==> src/rtl/if_id_pipe_reg_if.sv <==
// IF/ID boundary bundle: fetch-side inputs, decode-side outputs, hazard controls, debug counters.
// Latency: none (wiring only).
// Backpressure: stall/flush travel from the hazard unit alongside the fetch payload.
interface if_id_pipe_reg_if #(
    parameter int PC_W    = 32,
    parameter int INSTR_W = 32,
    parameter int CNT_W   = 16
);
    logic               in_valid;
    logic [PC_W-1:0]    in_pc_added;
    logic [INSTR_W-1:0] in_instruction;
    logic               stall;
    logic               flush;
    logic               cnt_clr;
    logic               out_valid;
    logic [PC_W-1:0]    out_pc_added;
    logic [INSTR_W-1:0] out_instruction;
    logic [CNT_W-1:0]   stall_cnt;
    logic [CNT_W-1:0]   flush_cnt;

    // Driver side (fetch + hazard unit), observes decode outputs.
    modport master (
        output in_valid, in_pc_added, in_instruction, stall, flush, cnt_clr,
        input  out_valid, out_pc_added, out_instruction, stall_cnt, flush_cnt
    );

    // Pipeline register side.
    modport slave (
        input  in_valid, in_pc_added, in_instruction, stall, flush, cnt_clr,
        output out_valid, out_pc_added, out_instruction, stall_cnt, flush_cnt
    );
endinterface

==> src/rtl/if_id_pipe_reg.sv <==
// IF/ID pipeline register with valid bit, hold, bubble insertion and saturating hazard counters.
// Latency: 1 cycle on a load; all outputs are registered.
// Backpressure: stall holds contents, flush squashes to a bubble (flush wins over stall).
module if_id_pipe_reg #(
    parameter int                 PC_W      = 32,
    parameter int                 INSTR_W   = 32,
    parameter logic [INSTR_W-1:0] NOP_INSTR = '0,
    parameter int                 CNT_W     = 16
) (
    input logic           clk,
    input logic           rst_n,
    if_id_pipe_reg_if.slave bus
);
    localparam logic [CNT_W-1:0] CNT_MAX = {CNT_W{1'b1}};

    logic               valid_q;
    logic [PC_W-1:0]    pc_q;
    logic [INSTR_W-1:0] instr_q;
    logic [CNT_W-1:0]   stall_cnt_q;
    logic [CNT_W-1:0]   flush_cnt_q;

    // A stall only counts when no flush overrides it on the same edge.
    logic stall_eff;
    assign stall_eff = bus.stall & ~bus.flush;

    // Data path: flush > stall > load; bubbles always carry pc=0 and the NOP encoding,
    // and in_* is only captured on a valid load so X on an idle fetch never leaks through.
    always_ff @(posedge clk or negedge rst_n) begin
        if (!rst_n) begin
            valid_q <= 1'b0;
            pc_q    <= '0;
            instr_q <= NOP_INSTR;
        end else if (bus.flush) begin
            valid_q <= 1'b0;
            pc_q    <= '0;
            instr_q <= NOP_INSTR;
        end else if (!bus.stall) begin
            valid_q <= bus.in_valid;
            if (bus.in_valid) begin
                pc_q    <= bus.in_pc_added;
                instr_q <= bus.in_instruction;
            end else begin
                pc_q    <= '0;
                instr_q <= NOP_INSTR;
            end
        end
    end

    // Saturating event counters; clear wins over an increment on the same edge.
    always_ff @(posedge clk or negedge rst_n) begin
        if (!rst_n) begin
            stall_cnt_q <= '0;
            flush_cnt_q <= '0;
        end else if (bus.cnt_clr) begin
            stall_cnt_q <= '0;
            flush_cnt_q <= '0;
        end else begin
            if (stall_eff && (stall_cnt_q != CNT_MAX)) begin
                stall_cnt_q <= stall_cnt_q + 1'b1;
            end
            if (bus.flush && (flush_cnt_q != CNT_MAX)) begin
                flush_cnt_q <= flush_cnt_q + 1'b1;
            end
        end
    end

    assign bus.out_valid       = valid_q;
    assign bus.out_pc_added    = pc_q;
    assign bus.out_instruction = instr_q;
    assign bus.stall_cnt       = stall_cnt_q;
    assign bus.flush_cnt       = flush_cnt_q;
endmodule

==> src/flat_wrapper.sv <==
// flat-port wrapper written by rule: the top's interface ports become plain ports
module if_id_pipe_reg_flat 
#(
    parameter int                 PC_W      = 32,
    parameter int                 INSTR_W   = 32,
    parameter logic [INSTR_W-1:0] NOP_INSTR = '0,
    parameter int                 CNT_W     = 16
)
  (clk, rst_n, bus_in_valid, bus_in_pc_added, bus_in_instruction, bus_stall, bus_flush, bus_cnt_clr, bus_out_valid, bus_out_pc_added, bus_out_instruction, bus_stall_cnt, bus_flush_cnt);
  if_id_pipe_reg_if #(.PC_W(PC_W), .INSTR_W(INSTR_W), .CNT_W(CNT_W)) bus_i ();
  input logic clk;
  input logic rst_n;
  input wire logic [$bits(bus_i.in_valid)-1:0] bus_in_valid;
  input wire logic [$bits(bus_i.in_pc_added)-1:0] bus_in_pc_added;
  input wire logic [$bits(bus_i.in_instruction)-1:0] bus_in_instruction;
  input wire logic [$bits(bus_i.stall)-1:0] bus_stall;
  input wire logic [$bits(bus_i.flush)-1:0] bus_flush;
  input wire logic [$bits(bus_i.cnt_clr)-1:0] bus_cnt_clr;
  output wire logic [$bits(bus_i.out_valid)-1:0] bus_out_valid;
  output wire logic [$bits(bus_i.out_pc_added)-1:0] bus_out_pc_added;
  output wire logic [$bits(bus_i.out_instruction)-1:0] bus_out_instruction;
  output wire logic [$bits(bus_i.stall_cnt)-1:0] bus_stall_cnt;
  output wire logic [$bits(bus_i.flush_cnt)-1:0] bus_flush_cnt;
  assign bus_i.in_valid = bus_in_valid;
  assign bus_i.in_pc_added = bus_in_pc_added;
  assign bus_i.in_instruction = bus_in_instruction;
  assign bus_i.stall = bus_stall;
  assign bus_i.flush = bus_flush;
  assign bus_i.cnt_clr = bus_cnt_clr;
  assign bus_out_valid = bus_i.out_valid;
  assign bus_out_pc_added = bus_i.out_pc_added;
  assign bus_out_instruction = bus_i.out_instruction;
  assign bus_stall_cnt = bus_i.stall_cnt;
  assign bus_flush_cnt = bus_i.flush_cnt;
  if_id_pipe_reg #(.PC_W(PC_W), .INSTR_W(INSTR_W), .NOP_INSTR(NOP_INSTR), .CNT_W(CNT_W)) u_core (.clk(clk), .rst_n(rst_n), .bus(bus_i));
endmodule
==> config.mk <==
export PLATFORM = sky130hd
export DESIGN_NAME = if_id_pipe_reg_flat
export DESIGN_NICKNAME = d
export VERILOG_FILES = /design/src/rtl/if_id_pipe_reg_if.sv /design/src/rtl/if_id_pipe_reg.sv /design/src/flat_wrapper.sv
export SDC_FILE = /design/constraint.sdc
export NUM_CORES = 1
export LEC_CHECK = 0
export CORE_ASPECT_RATIO = 1.1
export CORE_MARGIN = 2
export CORE_UTILIZATION = 30
export CTS_BUF_LIST = sky130_fd_sc_hd__clkbuf_2 sky130_fd_sc_hd__clkbuf_4 sky130_fd_sc_hd__clkbuf_8
export DETAILED_ROUTE_END_ITERATION = 12
export GPL_TIMING_DRIVEN = 0
export HOLD_SLACK_MARGIN = 0.15
export RECOVER_POWER = 50
export SYNTH_ARGS = -nofsm -noshare
export SYNTH_HDL_FRONTEND = slang
export SYNTH_SLANG_ARGS = --single-unit
export TNS_END_PERCENT = 50
==> constraint.sdc <==
create_clock -name clk -period 2.8 [get_ports clk]
set_input_delay 0.7 -clock clk [delete_from_list [all_inputs] [get_ports clk]]
set_output_delay 0.7 -clock clk [all_outputs]
set_load 0.05 [all_outputs]
Word level (Yosys, flattened, before mapping):

Index checks and enable logic that the tools add are counted.
Widths: inputs -> output; s select.

* add/sub/neg operators: 2
* multiplexer cells: 12
* eq/ne operators: 3
* $mul: 0
* $lt $le $gt $ge: 0
* shift operators: 0
* reductions and logical operators: 4
* div/mod/pow operators: 0
* bitwise gates (word level): 2

Operator list (count)
* $mux 32: 6
* $mux 16: 4
* $add 16x1->16 const B: 2
* $ne 16x16->1 const B: 2
* $reduce_bool 2->1: 2
* $logic_and 1x1->1: 2
* $mux 1: 2
* $ne 2x1->1 const B: 1
* $and 1x1->1: 1
* $not 1->1: 1

* memories: 0
* input bits: 70
* bits in read-only memories: 0
* word-level logic and storage cells: 28
* memory bits (writable): 0
* latch bits: 0
* bits in registers: 97
* output and inout bits: 97

Longest topological paths before layout:

* depth after elaboration: 5
* depth in mapped cells: 7
* depth with buffers taken out: 5

Worst setup path before layout:

No wires, ideal clock.

* path kind: reg-to-reg
* start: register u_core.flush_cnt_q[0] (netlist: u_core.bus.flush_cnt[0])
* end: register u_core.flush_cnt_q[14] (netlist: u_core.bus.flush_cnt[14])
* path buffers: 0
* cell stages (with the launch flop): 6
* required time: 2672 ps
* period minus slack after synthesis: 2321 ps
* setup time: 128 ps
* arrival: 2194 ps
* path slack: 479 ps
* path through: dfrtp_1 > ha_1 > nand4_2 > or4_1 > nor3b_2 > mux2_1

* word-level cells in the longest chain between the ends: 3
* elaborated cells between the ends (all ways): 6
* those cells by class: add/sub (1); eq/ne (1); mux (2); reduce/logical (2)

RTL lines
* from (decl): RTL line if_id_pipe_reg.sv:20 `logic [CNT_W-1:0] flush_cnt_q;`
* from (signal assigned): RTL line if_id_pipe_reg.sv:62 `flush_cnt_q <= flush_cnt_q + 1'b1;`
* $add 16x1->16 / $ne 16x16->1 (equally long branches): RTL line if_id_pipe_reg.sv:62, if_id_pipe_reg.sv:61
* $mux 16 / $logic_and 1x1->1 (equally long branches): RTL line if_id_pipe_reg.sv:61 `if (bus.flush && (flush_cnt_q != CNT_MAX)) begin`
* $mux 16 / $reduce_bool 2->1 (equally long branches)

Parallel ways exist; a longest one is shown, timed or not. The select of a mux whose other input is x is not followed.
A chain may end at the register's enable or synchronous reset.

Final worst setup path:

* start: input port bus_stall
* end: register u_core.pc_q[24] (netlist: u_core.bus.out_pc_added[24])

* word-level cells in the longest chain between the ends: 1

RTL lines
* from (decl): RTL line flat_wrapper.sv:16 `input wire logic [$bits(bus_i.stall)-1:0] bus_stall;`
* $ne 2x1->1 (no source line)
* to (signal assigned): RTL line if_id_pipe_reg.sv:40 `pc_q <= bus.in_pc_added;`
* to (decl): RTL line if_id_pipe_reg.sv:17 `logic [PC_W-1:0] pc_q;`

Every way passes these cells.

==> impl_metrics.xml <==
<?xml version="1.0" encoding="UTF-8"?>
<metrics>
  <group name="sta">
    <metric name="slew-limit-headroom" unit="">-0.317</metric>
    <metric name="tightestPinTransition" unit="ps">1970</metric>
    <metric name="rsz0062_at_grt" unit="">false</metric>
    <metric name="fin_crit_sh" unit="">0.884</metric>
    <metric name="finClkSkew" unit="ps">6.88</metric>
    <metric name="final.setup.tns" unit="ps">0</metric>
    <metric name="hold-worst-slack" unit="ps">489</metric>
    <metric name="hold_viol_final" unit="">0</metric>
    <metric name="final.min_clock_period" unit="ps">2470</metric>
    <metric name="drv_slew" unit="">35</metric>
    <metric name="max_clock_freq" unit="MHz">404</metric>
    <metric name="final-setup-viol-count" unit="">0</metric>
  </group>
  <group name="die">
    <metric name="floorplan.die_area" unit="um^2">14900</metric>
    <metric name="die_height" unit="um">128</metric>
    <metric name="ios" unit="">167</metric>
    <metric name="floorplan.core_area" unit="um^2">13700</metric>
    <metric name="core.rowCount" unit="">45</metric>
    <metric name="start_util" unit="">0.304</metric>
    <metric name="die_x_extent" unit="um">117</metric>
  </group>
  <group name="critical_path">
    <metric name="worstPathRequired" unit="ps">3100</metric>
    <metric name="endpoint_kind" unit="">flip-flop</metric>
    <metric name="worst_ep_arrival_time" unit="ps">2780</metric>
    <metric name="crit_type" unit="">input port to flip-flop</metric>
    <metric name="cp_max_fo" unit="">10</metric>
    <metric name="critPathLaunch" unit="">bus_stall</metric>
    <metric name="r2r_start" unit="">u_core.bus.flush_cnt[0]</metric>
    <metric name="startpoint_type" unit="">input port</metric>
  </group>
  <group name="yosys">
    <metric name="synth_top_cell_area_share" unit="">0.581</metric>
    <metric name="synthSimpleGateAreaFrac" unit="">0.155</metric>
    <metric name="seq_area_frac_synth" unit="">0.581</metric>
    <metric name="synth_adder_area_share" unit="">0.00599</metric>
    <metric name="async_reset_ff_frac" unit="">1.00</metric>
    <metric name="yosysUniqueCellTypes" unit="">41</metric>
    <metric name="synth.ff_latch_count" unit="">97</metric>
    <metric name="synthesis.nets" unit="">416</metric>
    <metric name="synthDominantAreaCellType" unit="">dfrtp_1</metric>
    <metric name="synthTopCellsByCount" unit="">97 x dfrtp_1, 64 x a22o_1, 24 x a21oi_1, 15 x clkbuf_1, 13 x nor2_1</metric>
    <metric name="post_synth_main_area_contributors" unit="">dfrtp_1 58%, a22o_1 13%, a21oi_1 2.9%, nand4_1 1.8%, or4_1 1.8%</metric>
    <metric name="synth_most_common_cell" unit="">dfrtp_1</metric>
    <metric name="synth_xor_area_frac" unit="">0</metric>
    <metric name="synth-warning-count" unit="">0</metric>
    <metric name="synth_compound_gate_area_share" unit="">0.210</metric>
    <metric name="post_synth.cell_area_avg" unit="um^2">12.2</metric>
    <metric name="synth_cells" unit="">344</metric>
    <metric name="syn-cell-area" unit="um^2">4180</metric>
    <metric name="postSynth.topFlopCell" unit="">dfrtp_1</metric>
    <metric name="synth_top_family_by_area" unit="">compound AO/OA/AOI/OAI gates</metric>
    <metric name="synth_mux_area_frac" unit="">0.0236</metric>
    <metric name="synth_enable_flop_cells" unit="">0</metric>
  </group>
  <group name="placed_design">
    <metric name="gp_routability_congestion" unit="">0.809</metric>
    <metric name="dp.final_hpwl" unit="mm">8.51</metric>
    <metric name="placed_cell_area" unit="um^2">6090</metric>
    <metric name="numPortBuffers" unit="">165</metric>
  </group>
  <group name="drt">
    <metric name="vias" unit="">3575</metric>
    <metric name="drt-pass1-iter-count" unit="">4</metric>
    <metric name="routed_via_density" unit="">5.01</metric>
    <metric name="drt_iter0_markers" unit="">185</metric>
    <metric name="route.final.wire_length" unit="mm">11.7</metric>
    <metric name="wl_per_cell" unit="um">16.4</metric>
    <metric name="drc" unit="">0</metric>
    <metric name="postRouteAntennaNets" unit="">0</metric>
  </group>
  <group name="layout">
    <metric name="final_core_utilization" unit="">0.456</metric>
    <metric name="drive_above_1_share" unit="">0.0570</metric>
    <metric name="post-route-cell-area" unit="um^2">6270</metric>
    <metric name="area_growth" unit="%">49.9</metric>
    <metric name="antenna_diode_count" unit="">0</metric>
    <metric name="design.final.nets" unit="">593</metric>
  </group>
  <group name="power_and_ir_drop">
    <metric name="p_leak" unit="nW">2.60</metric>
    <metric name="vdd_drop_max" unit="mV">0.192</metric>
    <metric name="power" unit="mW">2.89</metric>
    <metric name="power-per-cell-area" unit="nW/um^2">461</metric>
  </group>
  <group name="clocking">
    <metric name="cts.repair_timing.setup_buffer_count" unit="">0</metric>
    <metric name="htree_levels" unit="">3</metric>
    <metric name="cts-resized-gates" unit="">0</metric>
    <metric name="root_buffer" unit="">clkbuf_8</metric>
    <metric name="number_of_buffers_created_by_cts" unit="">9</metric>
    <metric name="cts_hold_repair.buffers" unit="">0</metric>
    <metric name="path_clk_slew" unit="ps">90</metric>
    <metric name="tritoncts_clock_tree" unit="">yes</metric>
    <metric name="cts_sink_count" unit="">97</metric>
    <metric name="clk_path_buf_depth" unit="">2</metric>
    <metric name="clock_insertion_delay_worst_skew" unit="ps">360</metric>
  </group>
  <group name="grt">
    <metric name="grt_use_met2" unit="">0.261</metric>
    <metric name="vias_in_the_first_global_route" unit="">3698</metric>
    <metric name="grt_use_total" unit="">0.160</metric>
    <metric name="top_usage_layer" unit="">met2</metric>
    <metric name="global_route.overflow_total" unit="">0</metric>
    <metric name="grt_first_pass_wirelength" unit="mm">18.8</metric>
    <metric name="met1_usage" unit="">0.201</metric>
    <metric name="grt_max_degree" unit="">64</metric>
    <metric name="antenna_found_initial" unit="">1</metric>
    <metric name="grt.met3_usage" unit="">0.0416</metric>
  </group>
  <group name="run_status">
    <metric name="failing_checks" unit="">max-capacitance violations, max-slew violations</metric>
    <metric name="status" unit="">finished, violations left</metric>
  </group>
  <group name="worst_hold_path">
    <metric name="hold_path_class" unit="">flip-flop to flip-flop</metric>
    <metric name="critical_hold_path_startpoint" unit="">u_core.bus.out_valid</metric>
  </group>
  <group name="run">
    <metric name="drv_cap" unit="">1</metric>
  </group>
</metrics>
[where the power goes]
part | switching, mW | internal, mW
registers | 0.0290 | 1.44
clock network | 0.492 | 0.473
logic | 0.264 | 0.193
total | 0.785 | 2.11
[registers in the layout, indices dropped and copies added, names as in the netlist]
signal / cells
u_core.bus.stall_cnt: 16
u_core.bus.out_valid: 1
u_core.bus.flush_cnt: 16
u_core.bus.out_instruction: 32
u_core.bus.out_pc_added: 32
[layout by cell type, fill, tap and decap left out, types with 2 or more instances in the layout]
master,instances
a21o_1,2
a21oi_1,24
a22o_1,64
a311oi_1,2
and4_1,2
buf_1,3
buf_2,2
clkbuf_1,16
clkbuf_8,11
clkdlybuf4s50_1,149
dfrtp_1,97
dlygate4sd3_1,15
ha_1,2
inv_1,2
mux2_1,5
mux2_2,2
mux2i_1,2
nand2_1,11
nand2b_1,4
nand3_1,5
nand4_1,14
nand4_2,2
nor2_1,13
nor2b_1,10
nor3_1,3
nor4_1,4
o21ai_0,10
o31ai_1,9
or2_1,2
or3_1,10
or4_1,10
[through the flow]
stage / std cells / setup slack, ps
3_5_place_dp: 698 / -18.1
4_1_cts: 714 / 273
6_report: 714 / 326
2_1_floorplan: 344 / 479
5_1_grt: 714 / 186
3_3_place_gp: 697 / -2700
[final timing paths]
check | cells after the start | slack [ps] | end
worst max-delay path | 6 | 330 | u_core.bus.out_pc_added[24]
min in group asynchronous | 1 | 880 | u_core.bus.flush_cnt[10]
worst min register to register | 1 | 490 | u_core.bus.out_valid
worst max register to register | 5 | 420 | u_core.bus.flush_cnt[0]
max in group asynchronous | 1 | 780 | u_core.bus.out_pc_added[6]
worst min-delay path | 1 | 490 | u_core.bus.out_valid
[cell type report]
type	instances	area (um^2)
fill	1345	7470
sequential	97	2430
timing repair buffer	166	1670
multi-input combinational	223	1620
tap	188	235
clock buffer	12	159
buffer	22	96.3
clock inverter	4	51.3
inverter	2	7.51
[logic make-up after synthesis]
kind of cell	count (synthesis)
AOI/OAI and AO/OA	115
adders and majority gates	2
buffers and inverters	24
DFF	97
muxes	9
and+or+nand+nor	97
[layer usage]
layer,up-vias,routed length (um),part of all wire
met2,122,5660,0.48
met3,23,772,0.066
li1,1683,-,-
met1,1745,4980,0.43
met4,2,273,0.023
met5,-,11,0.00094
[worst max-delay path, cell delays in order]
cell	delay [ps]
dlygate4sd3_1	580
nor2b_1	130
buf_2	230
clkbuf_1	470
clkbuf_1	440
a22o_1	210
No activity file was read; power rests on OpenSTA's default activity.
